--- src/rtl/regfile_pkg.sv ---
// Shared widths and the writeback request payload for the register-file
// writeback arbiter slice.
package regfile_pkg;

  localparam int REG_ADDR_W = 5;
  localparam int REG_DATA_W = 32;
  localparam int REG_BE_W   = 4;

  // One register-file write: destination, data, byte enables (addr in MSBs).
  typedef struct packed {
    logic [REG_ADDR_W-1:0] addr;
    logic [REG_DATA_W-1:0] data;
    logic [REG_BE_W-1:0]   be;
  } wb_req_t;

endpackage

--- src/rtl/wb_fifo.sv ---
// Small power-of-two FIFO holding long-latency writeback requests.
// The caller guarantees push only when count < DEPTH and pop only when
// not empty; pointers wrap naturally because DEPTH is a power of two.
module wb_fifo
  import regfile_pkg::*;
#(
  parameter int DEPTH = 4
) (
  input  logic                     clk,
  input  logic                     rst,
  input  logic                     push,
  input  wb_req_t                  push_data,
  input  logic                     pop,
  output wb_req_t                  pop_data,
  output logic                     empty,
  output logic [$clog2(DEPTH):0]   count
);

  localparam int AW = $clog2(DEPTH);

  wb_req_t         mem [DEPTH];
  logic [AW-1:0]   wr_ptr;
  logic [AW-1:0]   rd_ptr;

  // Storage write; contents need no reset since count gates visibility.
  always_ff @(posedge clk) begin
    if (push) mem[wr_ptr] <= push_data;
  end

  // Pointer and occupancy tracking; push+pop together leaves count unchanged.
  always_ff @(posedge clk or posedge rst) begin
    if (rst) begin
      wr_ptr <= '0;
      rd_ptr <= '0;
      count  <= '0;
    end else begin
      if (push) wr_ptr <= wr_ptr + AW'(1);
      if (pop)  rd_ptr <= rd_ptr + AW'(1);
      case ({push, pop})
        2'b10:   count <= count + 1'b1;
        2'b01:   count <= count - 1'b1;
        default: count <= count;
      endcase
    end
  end

  assign pop_data = mem[rd_ptr];
  assign empty    = (count == '0);

endmodule

--- src/rtl/regfile_wb_arbiter.sv ---
// Register-file writeback arbiter: the pipeline writeback always wins the
// single write port; long-latency (mul/div) results queue in wb_fifo and
// drain on idle pipeline cycles. Optional busy-register scoreboard is
// enabled by defining REGFILE_WB_SCOREBOARD_EN; otherwise stall is 0.
//
// Handshake: an m write transfers on every cycle where m_wr_valid and
// m_wr_ready are both high; m_wr_ready depends only on registered FIFO
// occupancy (never on m_wr_valid) and is low during reset. The pipeline
// port has no ready: a p write is always taken on the cycle it is valid.
module regfile_wb_arbiter
  import regfile_pkg::*;
#(
  parameter int FIFO_DEPTH = 4
) (
  input  logic                          clk,
  input  logic                          rst,
  input  logic                          p_wr_valid,
  input  logic [REG_ADDR_W-1:0]         p_wr_addr,
  input  logic [REG_DATA_W-1:0]         p_wr_data,
  input  logic [REG_BE_W-1:0]           p_wr_be,
  input  logic                          m_wr_valid,
  output logic                          m_wr_ready,
  input  logic [REG_ADDR_W-1:0]         m_wr_addr,
  input  logic [REG_DATA_W-1:0]         m_wr_data,
  input  logic [REG_BE_W-1:0]           m_wr_be,
  input  logic                          iss_valid,
  input  logic [REG_ADDR_W-1:0]         iss_addr,
  input  logic [REG_ADDR_W-1:0]         rs_addr,
  input  logic [REG_ADDR_W-1:0]         rt_addr,
  output logic                          stall,
  output logic [REG_ADDR_W-1:0]         rf_addr,
  output logic [REG_DATA_W-1:0]         rf_data,
  output logic [REG_BE_W-1:0]           rf_be,
  output logic [$clog2(FIFO_DEPTH):0]   fifo_count
);

  localparam int CW = $clog2(FIFO_DEPTH) + 1;
  localparam logic [CW-1:0] DEPTH_C = CW'(FIFO_DEPTH);

  wb_req_t m_req;
  wb_req_t head;
  wb_req_t win;
  logic    win_valid;
  logic    push;
  logic    pop;
  logic    empty;

  assign m_req      = '{addr: m_wr_addr, data: m_wr_data, be: m_wr_be};
  assign m_wr_ready = !rst && (fifo_count < DEPTH_C);
  assign push       = m_wr_valid && m_wr_ready;
  // The FIFO only drains when the pipeline leaves the port idle; no bypass.
  assign pop        = !p_wr_valid && !empty;

  wb_fifo #(.DEPTH(FIFO_DEPTH)) u_fifo (
    .clk       (clk),
    .rst       (rst),
    .push      (push),
    .push_data (m_req),
    .pop       (pop),
    .pop_data  (head),
    .empty     (empty),
    .count     (fifo_count)
  );

  // Fixed-priority winner selection: pipeline first, then FIFO head.
  always_comb begin
    win       = head;
    win_valid = pop;
    if (p_wr_valid) begin
      win       = '{addr: p_wr_addr, data: p_wr_data, be: p_wr_be};
      win_valid = 1'b1;
    end
  end

  // Registered write port; writes to r0 occupy the slot but enable no bytes.
  always_ff @(posedge clk or posedge rst) begin
    if (rst) begin
      rf_addr <= '0;
      rf_data <= '0;
      rf_be   <= '0;
    end else if (win_valid) begin
      rf_addr <= win.addr;
      rf_data <= win.data;
      rf_be   <= (win.addr == '0) ? '0 : win.be;
    end else begin
      rf_be   <= '0;
    end
  end

`ifdef REGFILE_WB_SCOREBOARD_EN
  logic [31:0] pending;
  logic [31:0] set_mask;
  logic [31:0] clr_mask;

  assign set_mask = (iss_valid && iss_addr != '0) ? (32'd1 << iss_addr) : 32'd0;
  assign clr_mask = (pop && head.addr != '0) ? (32'd1 << head.addr) : 32'd0;

  // Busy-register tracking; a set on the same edge as a clear wins.
  always_ff @(posedge clk or posedge rst) begin
    if (rst) pending <= '0;
    else     pending <= (pending & ~clr_mask) | set_mask;
  end

  assign stall = pending[rs_addr] | pending[rt_addr];
`else
  logic unused_sb;
  assign unused_sb = ^{iss_valid, iss_addr, rs_addr, rt_addr};
  assign stall     = 1'b0;
`endif

endmodule
--- config.mk ---
export PLATFORM = sky130hd
export DESIGN_NAME = regfile_wb_arbiter
export DESIGN_NICKNAME = d
export VERILOG_FILES = /design/src/rtl/regfile_pkg.sv /design/src/rtl/wb_fifo.sv /design/src/rtl/regfile_wb_arbiter.sv
export SDC_FILE = /design/constraint.sdc
export NUM_CORES = 1
export LEC_CHECK = 0
export BUFFER_PORTS_ARGS = -buffer_cell sky130_fd_sc_hd__buf_2
export CAP_MARGIN = 20
export CORE_UTILIZATION = 45
export CTS_CLUSTER_DIAMETER = 30
export CTS_CLUSTER_SIZE = 10
export DETAILED_ROUTE_END_ITERATION = 8
export PLACE_DENSITY = 0.73
export RECOVER_POWER = 100
export SLEW_MARGIN = 20
export SYNTH_ARGS = -nofsm -noshare
export SYNTH_HDL_FRONTEND = slang
export SYNTH_HIERARCHICAL = 1
export SYNTH_SLANG_ARGS = --single-unit
--- constraint.sdc ---
create_clock -name clk -period 3.42 [get_ports clk]
set_clock_uncertainty 0.15 [all_clocks]
set_input_delay 0.171 -clock clk [delete_from_list [all_inputs] [get_ports clk]]
set_output_delay 0.171 -clock clk [all_outputs]
set_load 0.02 [all_outputs]
# == Word level (Yosys, flattened, before mapping) ==
# Memory sizes are Yosys's and may differ from the RTL's.
# Index checks and enable logic that the tools add are counted.
# word_totals
regBits,48
latch_bits,0
ramBits,164
mem_bits_ro,0
in_bits,102
word_cells,30
mem_count,1
# op_classes
n_addsub,4
multipliers,0
div,0
n_lt_le_gt_ge,1
eq_ne,2
shifts,0
mux,7
bitwise_logic,0
n_reduce_logical,9
# memory_table
memory,depth,word_bits,read_ports,rd_clocked_by_memory_dff,wr,line,source
u_fifo.mem,4,41,1,0,1,wb_fifo.sv:21,wb_req_t mem [DEPTH];
# op_table
cell,n
$mux 41,1
$mux 4,2
$pmux 3 s2,1
$logic_not 5->1,1
$add 2x1->2 const B,2
$add 3x1->3 const B,1
$logic_and 1x1->1,3
$logic_not 1->1,3
$logic_not 3->1,1
$lt 3x3->1 const B,1
$mux 1,3
$sub 3x1->3 const B,1
$eq 2x1->1 const B,1
$eq 2x2->1 const B,1
$reduce_bool 2->1,1

# == Longest topological paths before layout ==
# Gate-level depths: netlist of the first run.
# depth
ltp_word,5
mapped_depth,9
depth_no_buf,9

# == By module ==
# Netlist of the first run, hierarchy kept.
# modules_own_cells
mod,instances,cells_per_inst,area_each_um2,seq_area_each_um2
wb_fifo,1,251,6367.4,5099.9
regfile_wb_arbiter,1,183,1964.4,1026.0

# == Least setup slack after synthesis of the first run ==
# OpenSTA, ideal clock, no wires.
# synth_path
path_kind,flip-flop to flip-flop
startpoint,register u_fifo.count[2]
endpoint,memory u_fifo/mem[0][0] in the netlist's numbering (enable)
setup_time_ps,402
arrival_time_ps,2134
required_ps,2868
setup_slack_ps,734
path_stages_with_launch,4
path_buffers,0
period_less_slack_ps,2686
path_cell_list,dfrtp_1 nor2_1 and2_1 and2_1
# synth_between
elab_chain_len,5
# synth_lines
item,line,source
"start, declared",wb_fifo.sv:16,output logic [$clog2(DEPTH):0] count
"start signal, assigned",wb_fifo.sv:40,2'b10: count <= count + 1'b1;
"start signal, assigned",wb_fifo.sv:41,2'b01: count <= count - 1'b1;
"start signal, assigned",wb_fifo.sv:42,default: count <= count;
$lt 3x3->1,regfile_wb_arbiter.sv:49,assign m_wr_ready = !rst && (fifo_count < DEPTH_C);
$logic_and 1x1->1,regfile_wb_arbiter.sv:49,
via m_wr_ready,regfile_wb_arbiter.sv:22,"output logic m_wr_ready,"
$logic_and 1x1->1,regfile_wb_arbiter.sv:50,assign push = m_wr_valid && m_wr_ready;
via push,regfile_wb_arbiter.sv:44,logic push;
$mux 1,wb_fifo.sv:27,if (push) mem[wr_ptr] <= push_data;
$mux 1 (implied by the code),wb_fifo.sv:27,
"end, declared",wb_fifo.sv:21,
# The timed path passes the listed nets, and every way through them passes these cells.

# == Worst setup path after layout of the first run ==
# layout_path
startpoint,register u_fifo.count[2]
endpoint,memory u_fifo/mem[3][6] in the netlist's numbering (enable)
# layout_between
elab_chain_len,5
# layout_lines
item,line
$lt 3x3->1,regfile_wb_arbiter.sv:49
$logic_and 1x1->1,regfile_wb_arbiter.sv:49
$logic_and 1x1->1,regfile_wb_arbiter.sv:50
via push,regfile_wb_arbiter.sv:44
$mux 1,wb_fifo.sv:27
$mux 1 (implied by the code),wb_fifo.sv:27
# The timed path passes the listed nets, and every way through them passes these cells.

==> results of run 1 <==
final cells by class:
cell class | instances | area [um^2] | area share
inverter | 8 | 31.28 | 0.002741
multi-input combinational | 190 | 1928 | 0.1690
clock inverter | 27 | 437.9 | 0.03838
sequential | 212 | 6131 | 0.5373
timing repair buffer | 229 | 1468 | 0.1286
clock buffer | 49 | 1129 | 0.09890
tap | 229 | 286.5 | 0.02511
cell usage after synthesis:
cell type / count
a22oi_1: 4
and2_1: 5
buf_12: 7
buf_2: 7
buf_4: 2
buf_6: 3
clkbuf_1: 5
conb_1: 1
dfrtp_1: 48
edfxtp_1: 164
fa_1: 1
ha_1: 5
inv_1: 8
mux2_2: 2
mux2i_1: 37
mux4_1: 3
mux4_2: 38
nand2_1: 38
nor2_1: 6
nor2_2: 1
nor3_1: 2
nor3b_1: 1
nor4_2: 1
nor4b_1: 1
o21ai_0: 7
o21ai_1: 30
o22a_2: 1
xnor2_1: 2
xor2_1: 4
path summary, 6_finish.rpt:
path,cells past startpoint,start,slack [ns],end
setup / recovery,4,u_fifo/count[2],0.65,u_fifo/mem[3][6]
hold / removal,3,rst,0.03,u_fifo/wr_ptr[1]
setup reg to reg,4,u_fifo/count[2],0.65,u_fifo/mem[3][6]
hold reg to reg,1,u_fifo/count[2],0.38,u_fifo/count[2]
max in group asynchronous,3,rst,1.43,rf_data[8]
min in group clk,4,p_wr_data[16],0.27,rf_data[16]
per-stage QoR:
stage	hold WS, ns	instance area, um^2	power, uW	utilization	setup WS, ns
after floorplan	-0.1756	8332	5016	-	0.7341
after global placement	-0.02174	9131	5373	0.5066	1.000
after detailed placement	-0.01284	9131	5458	0.5066	0.9567
after CTS	0.002247	11570	10050	0.6418	0.9451
after global routing	0.03754	11410	10270	0.6331	0.4383
final	0.02928	11410	9873	0.6331	0.6475
routing by layer:
layer,vias up,routed length (um),track usage,part of all wire
met1,2432,7083,0.2262,0.40
li1,2200,-,-,-
met4,0,296,0.06651,0.017
met3,29,843,0.04295,0.047
met5,-,0,0,0
met2,151,9538,0.3413,0.54
tightest hold or removal path: stages:
cell and delay [ns]:
dlygate4sd3_1 0.54, clkbuf_1 0.12, inv_1 0.23
power by group through the flow:
stage / combinational [uW] / clock (uW) / sequential [uW]
5_1_grt: 2130 / 4660 / 3480
6_report: 1970 / 4470 / 3430
4_1_cts: 2080 / 4530 / 3440
2_1_floorplan: 1470 / 0 / 3540
3_3_place_gp: 1930 / 0 / 3440
3_5_place_dp: 1990 / 0 / 3470
flip-flops by register name (all words and copies together) (netlist names):
register and count:
rf_addr 5, rf_be 4, rf_data 32, u_fifo/count 3
u_fifo/mem 164, u_fifo/rd_ptr 2, u_fifo/wr_ptr 2
cell families (layout without fill, tap and decap cells):
logic type / after synthesis / in the layout / synth area share
flops: 212 / 212 / 0.7352
mux: 80 / 80 / 0.1593
simple gates: 55 / 55 / 0.02898
compound gates: 42 / 42 / 0.02703
buf+inv: 32 / 313 / 0.03274
fa+ha+maj: 6 / 6 / 0.009911
xor+xnor: 6 / 6 / 0.006307
other cells: 1 / 1 / 0.0004501
repair_timing:
action / 4_1_cts / 5_1_grt
endpoints found under the hold margin: 256 / 0
hold buffers: 87 / 0
endpoints found under the setup margin: 0 / 0
gates resized for setup: 0 / 0
==> impl_results.md, run 1 <==
* Nets@finish at 790
* Filler Cell Count at 1,310
* Chain of cells forming the critical path: nor2_1, and2_0, and2_2, clkbuf_1
* Clock Pin Slew Worst Setup and Hold Paths at 0.05 ns
* Share of total power consumed by net switching at 0.2645
* Clock latency on the worst-skew pair at 0.50 ns
* #FFs+latches synth at 212
* Layout-stage area growth over the synthesis result at 36.96%
* Clock Power Share at 0.453
* Maximum fanout encountered on the critical timing path at 25
* Buffers inserted by post-CTS timing repair at 0
* Final RePlAce weighted congestion at 0.7091
* Worst rel slew slack at -0.4838
* Mean cell area of the mapped netlist at 19.20 um^2
* Seq pwr share at 0.347
* Finish-stage setup viols at 0
* Global-route wire length before repair at 28.06 mm
* Total count of max-transition violations in the final report at 42
* Fin Setup TNS at 0 ns
* Max-cap violation count at 1
* Num ports at 148
* Clock tree from TritonCTS: built
* Kind of launch point of the worst setup path: flop
* Status: finished with violations
* Slowest cell on the critical path: and2_2
* Critical path data required time at 3.39 ns
* Largest net degree at the start of global routing at 82
* ANT nets after route at 0
* Maximum clock insertion buffer count at 3
* Number of vias per cell after detailed routing at 5.097
* Type of the worst min-delay path: in -> async
* Effective utilization at floorplan at 0.4622
* Total DRC errors in the routed layout at 0
* Core box area at 18,020 um^2
* CTS Root Cell: clkbuf_16
* Violation count after the first detailed-route iteration at 231
* Number of placement rows at 49
* Sum of buffers and inverters on the critical path at 1
* Non-filler cells, final at 944
* Family of cells with the greatest summed delay on the critical path: simple AND/OR/NAND/NOR gates
* Cell taking the most area after synthesis: edfxtp_1
* Arrival time worst endpoint at 2.75 ns
* Overall track demand over capacity in global routing at 0.1908
* GR Overflow Total at 0
* Crit path time final at 2.773 ns
* P_sw at 2612 uW
* Leading cell type in the layout, fill and taps excluded: edfxtp_1
* Share of cells above drive strength 1 at 0.2308
* Fin. Hold Viols at 0
* Worst Tran Pin Value at 2.213 ns
* LEAKAGE at 0.004152 uW
* Vertical extent of the die at 138.1 um
* H-tree level count at 2
* Share of the yosys chip area belonging to registers at 0.7352
* Number of buffers inserted by port buffering at 130
* Routed wire length per instance at 18.82 um
* Max stage delay on crit path at 0.71 ns
* Count of synthesis-stage warnings from yosys at 6
* Number of instances in the synthesized netlist at 434
* Cell count after placement at 781
* Wire length after detailed routing at 17.76 mm
* Unrepaired setup endpoints after global routing: no
* Number of distinct library cells after synthesis at 29
* Antenna violations before repair at 0
* Failing checks: max-capacitance violations, max-slew violations
* Vias in the first global route at 5,427
* Horiz. Die Dim at 138.1 um
* Post-Synthesis Cell Area at 8332 um^2
* Category of the worst setup path capture point: flop
* Critical path start-end classification: reg -> reg
* Commonest non-fill, non-tap cells in the layout: edfxtp_1 (164), clkbuf_1 (98), dlygate4sd3_1 (87)
* Dominant cells by area after synthesis: edfxtp_1 (59%), dfrtp_1 (14%), mux4_2 (10%), mux2i_1 (4.4%), o21ai_1 (1.8%)
* Pwr per Cell Area at 865.3 nW/um^2
* Number of iterations in the first detailed-routing pass at 4
* Diode count at 0
* Proportion of netlist area held by the largest area contributor at 0.5911
* Net count after synthesis at 542
* Cts bufs inserted at 41
* Internal power consumption at 7262 uW
* Final period utilization at 0.8107
* Clock sink count at 212
* Number of vias in the routed layout at 4,812
* HPWL after DPL at 10.11 mm
* Full die area at 19,060 um^2
* Maximum resistive drop on vdd at 0.0004772 V
* Combinational power share at 0.200
* Highest Clock Rate at 360.7 MHz
(Power assumes the default switching activity.)
==> run 2, diff against run 1 <==
ABC_AREA = 1   (was not set)
clock period = 2.8 ns   (was 3.42 ns; I/O delays follow)
==> impl_results.md, run 2 <==
* Status: finished with violations (unchanged)
* Failing checks: max-capacitance violations, max-slew violations (unchanged)
* Critical path data required time at 2.83 ns (was 3.39 ns)
* Finish-stage setup viols at 0 (unchanged)
* Worst Tran Pin Value at 1.939 ns (was 2.213 ns)
* Commonest non-fill, non-tap cells in the layout: nand2_1 (246), edfxtp_1 (164), inv_1 (106) (was edfxtp_1 (164), clkbuf_1 (98), dlygate4sd3_1 (87))
* Post-Synthesis Cell Area at 8776 um^2 (was 8332 um^2)
* Full die area at 20,060 um^2 (was 19,060 um^2)
* Core box area at 18,890 um^2 (was 18,020 um^2)
* Crit path time final at 2.620 ns (was 2.773 ns)
* Post-cts gate resize count at 0 (unchanged)
* Pwr per Cell Area at 1015 nW/um^2 (was 865.3 nW/um^2)
* Clock sink count at 212 (unchanged)
* Cts bufs inserted at 41 (unchanged)
* Fin. Hold Viols at 0 (unchanged)
* Number of buffers inserted by port buffering at 130 (unchanged)
* Global-route wire length before repair at 31.42 mm (was 28.06 mm)
* Violation count after the first detailed-route iteration at 277 (was 231)
* Count of flip-flops with a built-in enable after synthesis at 164 (unchanged)
* Net count after synthesis at 867 (was 542)
* Vertical extent of the die at 141.7 um (was 138.1 um)
* Effective utilization at floorplan at 0.4645 (was 0.4622)
* Number of vias in the routed layout at 6,233 (was 4,812)
* Number of distinct library cells after synthesis at 29 (unchanged)
* Path depth of the worst reg2reg path at 5 (was 4)
* Cell count after placement at 1,123 (was 781)
* Nets@finish at 1,102 (was 790)
* Non-filler cells, final at 1,286 (was 944)
* Finished Core Util at 0.6225 (was 0.6331)
* Clock tree from TritonCTS: built (unchanged)
* Type of the worst min-delay path: in -> async (unchanged)
* Dominant cells by area after synthesis: edfxtp_1 (56%), dfrtp_1 (14%), nand2_1 (11%), o211ai_1 (7.0%), inv_1 (4.5%) (was edfxtp_1 (59%), dfrtp_1 (14%), mux4_2 (10%), mux2i_1 (4.4%), o21ai_1 (1.8%))
* Count of synthesis-stage warnings from yosys at 6 (unchanged)
* Sum of buffers and inverters on the critical path at 3 (was 1)
* Total DRC errors in the routed layout at 0 (unchanged)
* Cell area after placement at 9679 um^2 (was 9131 um^2)
* Final Instance Area at 11,760 um^2 (was 11,410 um^2)
* Number of vias per cell after detailed routing at 4.847 (was 5.097)
* #FFs+latches synth at 212 (unchanged)
* Leading cell type by number of instances after synthesis: nand2_1 (was edfxtp_1)
* Unrepaired setup endpoints after global routing: no (unchanged)
* Final period utilization at 0.9357 (was 0.8107)
* Overall track demand over capacity in global routing at 0.2065 (was 0.1908)
* Maximum resistive drop on vdd at 0.0005959 V (was 0.0004772 V)
* Maximum clock insertion buffer count at 3 (unchanged)
* Critical R2R Launch: u_fifo/count[2] (unchanged)
* Total count of max-transition violations in the final report at 42 (unchanged)
* Cell taking the most area after synthesis: edfxtp_1 (unchanged)
* Fin Setup TNS at 0 ns (unchanged)
* Category of the worst setup path capture point: flop (unchanged)
* Crit. path cell count at 5 (was 4)
* Worst rel slew slack at -0.2942 (was -0.4838)
* Worst setup endpoint: u_fifo/mem[2][29] (was u_fifo/mem[3][6])
* LEAKAGE at 0.004869 uW (was 0.004152 uW)
* Layout-stage area growth over the synthesis result at 34.02% (was 36.96%)
* Family of cells with the greatest summed delay on the critical path: buffers and inverters (was simple AND/OR/NAND/NOR gates)
* Maximum fanout encountered on the critical timing path at 16 (was 25)
* Vias in the first global route at 6,371 (was 5,427)
* Number of instances in the synthesized netlist at 759 (was 434)
* R2R Path End: u_fifo/mem[2][29] (was u_fifo/mem[3][6])
* Highest Clock Rate at 381.7 MHz (was 360.7 MHz)
* Final RePlAce weighted congestion at 0.7009 (was 0.7091)
* Share of cells above drive strength 1 at 0.1267 (was 0.2308)
* Share of the yosys chip area belonging to registers at 0.6980 (was 0.7352)
* Chain of cells forming the critical path: nor3b_1, clkbuf_1, nand2_1, inv_1, clkbuf_2 (was nor2_1, and2_0, and2_2, clkbuf_1)
* Worst reg2reg setup slack at 0.18 ns (was 0.65 ns)
* Clock latency on the worst-skew pair at 0.51 ns (was 0.50 ns)
* Arrival time worst endpoint at 2.65 ns (was 2.75 ns)
* Crit path launch: u_fifo/count[2] (unchanged)
* Routed wire length per instance at 15.62 um (was 18.82 um)
* Leading cell type in the layout, fill and taps excluded: nand2_1 (was edfxtp_1)
* HPWL after DPL at 10.98 mm (was 10.11 mm)
* Most flops, register: u_fifo/mem (unchanged)
* ANT nets after route at 0 (unchanged)
* Leading post-synthesis cells by instance count: nand2_1 (246), edfxtp_1 (164), inv_1 (105) (was edfxtp_1 (164), dfrtp_1 (48), mux4_2 (38), nand2_1 (38), mux2i_1 (37))
* Dominant synthesized flop cell: edfxtp_1 (unchanged)
* Number of placement rows at 50 (was 49)
* Share of synthesized flip-flops with an asynchronous set or reset at 0.2264 (unchanged)
* CTS Root Cell: clkbuf_16 (unchanged)
* Clock Pin Slew Worst Setup and Hold Paths at 0.05 ns (about the same)
* Slowest cell on the critical path: inv_1 (was and2_2)
* Regs by FF count: u_fifo/mem: 164 flops, rf_data: 32 flops, rf_addr: 5 flops (unchanged)
* Largest register FFs at 164 (unchanged)
* Proportion of netlist area held by the largest area contributor at 0.5612 (was 0.5911)
* Wire length after detailed routing at 20.08 mm (was 17.76 mm)
* Antenna violations before repair at 0 (unchanged)
* Num ports at 148 (unchanged)
* H-tree level count at 2 (unchanged)
* Largest net degree at the start of global routing at 95 (was 82)
* Max-cap violation count at 1 (unchanged)
* GR Overflow Total at 0 (unchanged)
* Critical path start-end classification: reg -> reg (unchanged)
* Mean cell area of the mapped netlist at 11.56 um^2 (was 19.20 um^2)
* Diode count at 0 (unchanged)
* Number of iterations in the first detailed-routing pass at 5 (was 4)
* Kind of launch point of the worst setup path: flop (unchanged)
* Max stage delay on crit path at 0.63 ns (was 0.71 ns)
* Horiz. Die Dim at 141.7 um (was 138.1 um)
run 2: per-stage QoR:
| step | power (uW) | hold slack (ns) | worst slack (ns) |
|---|---|---|---|
| finish | 11940 | 0.02786 | 0.1802 |
| global route | 12600 | 0.05852 | 0.02882 |
| CTS | 12070 | 0.01560 | 0.06787 |
| detailed placement | 7293 | -0.01175 | 0.6253 |
| global placement | 7211 | -0.01661 | 0.6806 |
| floorplan | 6412 | -0.2066 | 0.4468 |
run 2: worst min-delay path, stage by stage:
cell and delay (ns):
dlygate4sd3_1 0.54, clkbuf_1 0.14, inv_1 0.26
run 2: layout make-up:
| type | count | area (um^2) |
|---|---|---|
| Fill cell | 1516 | 7132 |
| Sequential cell | 212 | 6131 |
| Multi-Input combinational cell | 398 | 1992 |
| Timing Repair Buffer | 233 | 1569 |
| Clock buffer | 47 | 1049 |
| Inverter | 108 | 405.4 |
| Tap cell | 260 | 325.3 |
| Clock inverter | 28 | 290.3 |
run 2: worst min path at each step:
stage / from / to / slack [ns] / depth (start not counted)
after floorplan: rst / u_fifo/count[0] / -0.21 / 1
after global placement: rst / u_fifo/count[0] / -0.02 / 2
after detailed placement: rst / u_fifo/count[2] / -0.01 / 2
after CTS: rst / u_fifo/count[2] / 0.02 / 3
after global routing: rst / u_fifo/count[2] / 0.06 / 3
final: rst / u_fifo/count[2] / 0.03 / 3
run 2: repair_timing:
item | CTS | global route
hold endpoints to repair | 254 | 0
endpoints found under the setup margin | 0 | 4
hold buffers | 87 | 0
setup buffers | 0 | 1
run 2: per-layer routing:
layer  GRT usage  vias up  share of wire
met5           0        -              0
met1      0.2377     2942           0.40
li1            -     3041              -
met4     0.09394        0          0.033
met2      0.3700      193           0.51
met3     0.04252       57          0.054
run 2: cell families (layout without fill, tap and decap cells):
logic type,after synthesis,in the layout,synth area share
fa+ha+maj,6,6,0.009410
buf+inv,149,416,0.07499
xor+xnor,4,4,0.003993
other cells,1,1,0.0004273
compound gates,95,95,0.07870
flops,212,212,0.6980
simple gates,292,292,0.1344
run 2: power breakdown:
part           internal, uW  switching, uW
clock network          3070           1560
logic                  1010           1990
registers              3930            376
total                  8010           3930
